`src/rtl/prog_lut_pkg.sv`:
```
// Shared types and constants for the programmable LUT evaluator.
package prog_lut_pkg;

   typedef enum logic [1:0] {
      IDLE,
      LOAD,
      SWEEP
   } state_t;

   localparam int N_IN_DEF  = 4;
   localparam int N_OUT_DEF = 1;

   function automatic int depth(input int n);
      return 1 << n;
   endfunction

endpackage

```
`src/rtl/prog_lut_table.sv`:
```
// DEPTH x N_OUT truth-table storage: one write port, one
// combinational read port, asynchronous clear.
module prog_lut_table
   import prog_lut_pkg::*;
#(
   parameter int N_IN  = N_IN_DEF,
   parameter int N_OUT = N_OUT_DEF
) (
   input  logic             clk,
   input  logic             rst_n,
   input  logic             we,
   input  logic [N_IN-1:0]  waddr,
   input  logic [N_OUT-1:0] wdata,
   input  logic [N_IN-1:0]  raddr,
   output logic [N_OUT-1:0] rdata
);

   localparam int DEPTH = depth(N_IN);

   logic [N_OUT-1:0] mem [DEPTH];

   always_ff @(posedge clk or negedge rst_n) begin
      if (!rst_n) begin
         for (int i = 0; i < DEPTH; i++) begin
            mem[i] <= '0;
         end
      end else if (we) begin
         mem[waddr] <= wdata;
      end
   end

   assign rdata = mem[raddr];

endmodule

```
`src/rtl/prog_lut_eval.sv`:
```
// Programmable N_IN-input / N_OUT-channel boolean evaluator with
// serial table load, per-request eval and exhaustive sweep.
module prog_lut_eval
   import prog_lut_pkg::*;
#(
   parameter int N_IN  = N_IN_DEF,
   parameter int N_OUT = N_OUT_DEF
) (
   input  logic                      clk,
   input  logic                      rst_n,
   input  logic                      cfg_start,
   input  logic                      cfg_valid,
   input  logic [N_OUT-1:0]          cfg_bit,
   output logic                      cfg_done,
   input  logic                      in_valid,
   input  logic [N_IN-1:0]           in_vec,
   output logic                      in_ready,
   input  logic                      sweep_start,
   output logic                      sweep_busy,
   output logic                      sweep_done,
   output logic                      out_valid,
   output logic [N_IN-1:0]           out_idx,
   output logic [N_OUT-1:0]          out_vec,
   input  logic                      out_ready,
   output logic [N_OUT*(N_IN+1)-1:0] ones_count
);

   localparam int CW = N_IN + 1;
   localparam logic [N_IN-1:0] LAST = {N_IN{1'b1}};

   state_t           state_q, state_d;
   logic [N_IN-1:0]  ptr;
   logic [N_IN-1:0]  raddr;
   logic [N_OUT-1:0] rdata;
   logic             load_we;
   logic             accept;
   logic             sweep_go;
   logic             sweep_adv;
   logic             sweep_last;

   prog_lut_table #(
      .N_IN  (N_IN),
      .N_OUT (N_OUT)
   ) u_table (
      .clk   (clk),
      .rst_n (rst_n),
      .we    (load_we),
      .waddr (ptr),
      .wdata (cfg_bit),
      .raddr (raddr),
      .rdata (rdata)
   );

   assign in_ready = rst_n && (state_q == IDLE)
                     && (!out_valid || out_ready)
                     && !cfg_start && !sweep_start;

   assign sweep_busy = (state_q == SWEEP);

   always_comb begin
      state_d    = state_q;
      load_we    = 1'b0;
      accept     = 1'b0;
      sweep_go   = 1'b0;
      sweep_adv  = 1'b0;
      sweep_last = 1'b0;
      unique case (state_q)
         IDLE: begin
            if (cfg_start) begin
               state_d = LOAD;
            end else if (sweep_start && !out_valid) begin
               state_d  = SWEEP;
               sweep_go = 1'b1;
            end else if (in_valid && in_ready) begin
               accept = 1'b1;
            end
         end
         LOAD: begin
            if (cfg_valid) begin
               load_we = 1'b1;
               if (ptr == LAST) state_d = IDLE;
            end
         end
         SWEEP: begin
            if (out_ready) begin
               if (out_idx == LAST) begin
                  state_d    = IDLE;
                  sweep_last = 1'b1;
               end else begin
                  sweep_adv = 1'b1;
               end
            end
         end
         default: state_d = IDLE;
      endcase
   end

   // out_idx doubles as the sweep counter
   always_comb begin
      raddr = in_vec;
      if (sweep_adv)     raddr = out_idx + N_IN'(1);
      else if (sweep_go) raddr = '0;
   end

   always_ff @(posedge clk or negedge rst_n) begin
      if (!rst_n) begin
         state_q    <= IDLE;
         ptr        <= '0;
         cfg_done   <= 1'b0;
         sweep_done <= 1'b0;
      end else begin
         state_q    <= state_d;
         cfg_done   <= load_we && (ptr == LAST);
         sweep_done <= sweep_last;
         if (load_we) ptr <= ptr + N_IN'(1);
      end
   end

   always_ff @(posedge clk or negedge rst_n) begin
      if (!rst_n) begin
         out_valid <= 1'b0;
         out_idx   <= '0;
         out_vec   <= '0;
      end else if (sweep_go || sweep_adv || accept) begin
         out_valid <= 1'b1;
         out_idx   <= raddr;
         out_vec   <= rdata;
      end else if (sweep_last) begin
         out_valid <= 1'b0;
      end else if (out_valid && out_ready && state_q != SWEEP) begin
         out_valid <= 1'b0;
      end
   end

   always_ff @(posedge clk or negedge rst_n) begin
      if (!rst_n) begin
         ones_count <= '0;
      end else if (sweep_go) begin
         ones_count <= '0;
      end else if (sweep_adv || sweep_last) begin
         for (int k = 0; k < N_OUT; k++) begin
            ones_count[k*CW +: CW] <= ones_count[k*CW +: CW]
                                      + CW'(out_vec[k]);
         end
      end
   end

endmodule

```
`config.mk`:
```
export PLATFORM = sky130hd
export DESIGN_NAME = prog_lut_eval
export DESIGN_NICKNAME = d
export VERILOG_FILES = /design/src/rtl/prog_lut_pkg.sv /design/src/rtl/prog_lut_table.sv /design/src/rtl/prog_lut_eval.sv
export SDC_FILE = /design/constraint.sdc
export NUM_CORES = 1
export LEC_CHECK = 0
export ABC_AREA = 1
export ABC_CLOCK_PERIOD_IN_PS = 2600
export CAP_MARGIN = 20
export CORE_MARGIN = 4
export CORE_UTILIZATION = 58
export DETAILED_ROUTE_END_ITERATION = 12
export MAX_ROUTING_LAYER = met4
export PLACE_DENSITY = 0.84
export SLEW_MARGIN = 5
export SYNTH_ARGS = -nofsm -noshare
export SYNTH_HDL_FRONTEND = slang
export SYNTH_SLANG_ARGS = --single-unit
```
`constraint.sdc`:
```
create_clock -name clk -period 2.6 [get_ports clk]
set_input_delay 0.52 -clock clk [delete_from_list [all_inputs] [get_ports clk]]
set_output_delay 0.52 -clock clk [all_outputs]
set_load 0.05 [all_outputs]
```
==> qor.yml <==
cts_max_level: 2
n_fill_cell: 251
yosysTopAreaCell: "dfrtp_1"
post_route_cells_drive_above_1_share_pct: 6.45
critical_path_class: "flop to output pin"
areaGrowthSynthToFinish_pct: 20.4
antenna_found_initial: 0
status: "completed"
p_leak_nw: 1.12
clk-insertion-delay-late_ns: 0.34
drc: 0
wl_per_cell_um: 12.6
ys_ff_latch: 35
critPathLaunchType: "flop"
clockBufferDepth: 2
period_share_pct: 88.2
multi_input_comb_area_um2: 858
crit_path_end_kind: "output pin"
synth-edff-count: 0
dp_hpwl_mm: 3.09
dr.pass1.iters: 4
io_buffers: 26
synthesis.nets: 265
fin_skew_ns: 0.00881
finalSetupTns_ns: 0
routed_wirelength_mm: 4.07
powerDensity_nw_per_um2: 1020
synth_top_area_share_pct: 46.4
maxCapViolCount: 0
async_flop_share_pct: 100
hold_path_depth: 1
root_buffer: "clkbuf_4"
slew_headroom_pct: 66.1
synthesis.area_um2: 1890
yosys_warnings: 0
postSynthAreaPerCell_um2: 7.68
die_x_um: 65.1
post_cts_buffers: 0
grt_pass1_vias: 1588
setup_viol: 0
rsz0062_at_grt: "no"
period_minus_slack_ns: 2.29
grt_usage_pct: 22.6
boundaryPins: 27
cts_hold_buf: 0
placementRows: 20
cts_num_sinks: 35
yosysSeqAreaShare_pct: 46.4
seqCellArea_um2: 876
critical_path_required_ns: 2.08
die-area_um2: 4230
irDropWorstVdd_v: 0.000625
grt_pass1_wl_mm: 7.11
min_path_type: "flop to flop"
syn_inst: 246
hold_violations: 0
timing.fmax_mhz: 436
clkSlewWorstSetupHoldPaths_ns: 0.11
cts_resized: 0
synth_top_cells_by_count: "nand2_1 (57), inv_1 (37), nand3_1 (36), dfrtp_1 (35), o21ai_0 (28)"
r2r_cells: 13
arrival_ns: 1.77
nets: 298
yosys-top-cells-area: "dfrtp_1 (46%), nand2_1 (11%), nand3_1 (9.5%)"
vias: 1665
synth.distinct_cells: 19
initial_core_util_pct: 61.3
drtIter0Drc: 119
cts_made_buffers: 5
ys.flop_type: "dfrtp_1"
n_antenna_cell: 0
overflow: 0
die_y_um: 65.1
grt_max_degree: 36
ant_nets: 0
tritoncts: "built"
cp_max_fo: 5
worstMarginPinSlew_ns: 0.507
finalWeightedCongestion: 0.845
maxSlewViolCount: 0
via_per_inst: 5.15
post-route-util_pct: 73.9
synth.most_common_cell: "nand2_1"
core_um2: 3080
metrics by stage:
step / power, mW / cells / hold WS [ns] / setup slack, ns / cell area, µm²
2_1_floorplan: 1.68 / 246 / 0.224 / 0.508 / 1890
3_3_place_gp: 1.98 / 316 / 0.469 / 0.300 / 2220
3_5_place_dp: 2.02 / 316 / 0.479 / 0.326 / 2220
4_1_cts: 2.32 / 323 / 0.504 / 0.286 / 2270
5_1_grt: 2.51 / 323 / 0.545 / 0.255 / 2270
6_report: 2.32 / 323 / 0.498 / 0.307 / 2270
power breakdown:
group	switching [mW]	internal [mW]	leakage (nW)	total (mW)
Sequential	0.154	0.764	0.430	0.918
Combinational	0.727	0.366	0.653	1.09
Clock	0.180	0.125	0.0341	0.305
Total	1.06	1.26	1.12	2.32
worst paths after layout:
path                                from            end  slack [ns]
setup / recovery              state_q[0]     sweep_busy        0.31
hold / removal             ones_count[3]  ones_count[3]        0.50
setup reg to reg              out_idx[0]        out_vec        0.68
hold reg to reg            ones_count[3]  ones_count[3]        0.50
max in group asynchronous          rst_n     state_q[0]        1.64
min in group asynchronous          rst_n     sweep_done        0.63
kinds of logic (layout without fill, tap and decap cells):
family | Yosys count | in the layout | synth area share (%)
XOR/XNOR | 5 | 5 | 2.32
AND/OR/NAND/NOR | 127 | 127 | 30.2
flip-flops | 35 | 35 | 46.4
buffers and inverters | 41 | 74 | 8.15
adder cells (fa/ha/maj) | 7 | 7 | 4.64
AO/OA/AOI/OAI | 31 | 31 | 8.35
sequential cells by signal, indices dropped and copies added, names as in the netlist:
signal / flops
ones_count: 5
out_idx: 4
u_table.mem: 16
ptr: 4
sweep_done: 1
cfg_done: 1
state_q: 2
out_valid: 1
out_vec: 1
layout make-up:
| cell class | instances | share of cell area [%] |
|---|---|---|
| inverter | 40 | 6.60 |
| timing repair buffer | 27 | 12.2 |
| clock buffer | 6 | 2.26 |
| multi-input combinational | 170 | 37.8 |
| clock inverter | 1 | 0.220 |
| tap | 44 | 2.42 |
| sequential | 35 | 38.5 |
critical path: stages, from the launching register on:
cell             delay [ns]
dfrtp_1                0.43
nor2_4                 0.18
clkdlybuf4s50_1        0.83
routing by layer:
metal,vias up,global-route usage [%],wire length (µm)
met5,-,-,0
met4,0,8.29,62
met3,5,6.07,235
met2,39,35.5,1910
met1,770,28.2,1860
li1,851,-,-
cells in the final DEF (no fill, tap or decap):
cell type and count:
nand2_1 57, inv_1 37, nand3_1 36, dfrtp_1 35
o21ai_0 28, clkdlybuf4s50_1 25, nor2_1 21, ha_1 7
xor2_1 5, clkbuf_4 5, nand2_2 4, nor3_1 3
nor2_4 2, clkinv_1 2, nand3_2 2, a21oi_1 2
inv_2 1, o211ai_1 1, nand4_1 1, nand3b_1 1
clkbuf_8 1, clkinv_2 1, buf_12 1, buf_4 1
(Power assumes the default switching activity.)
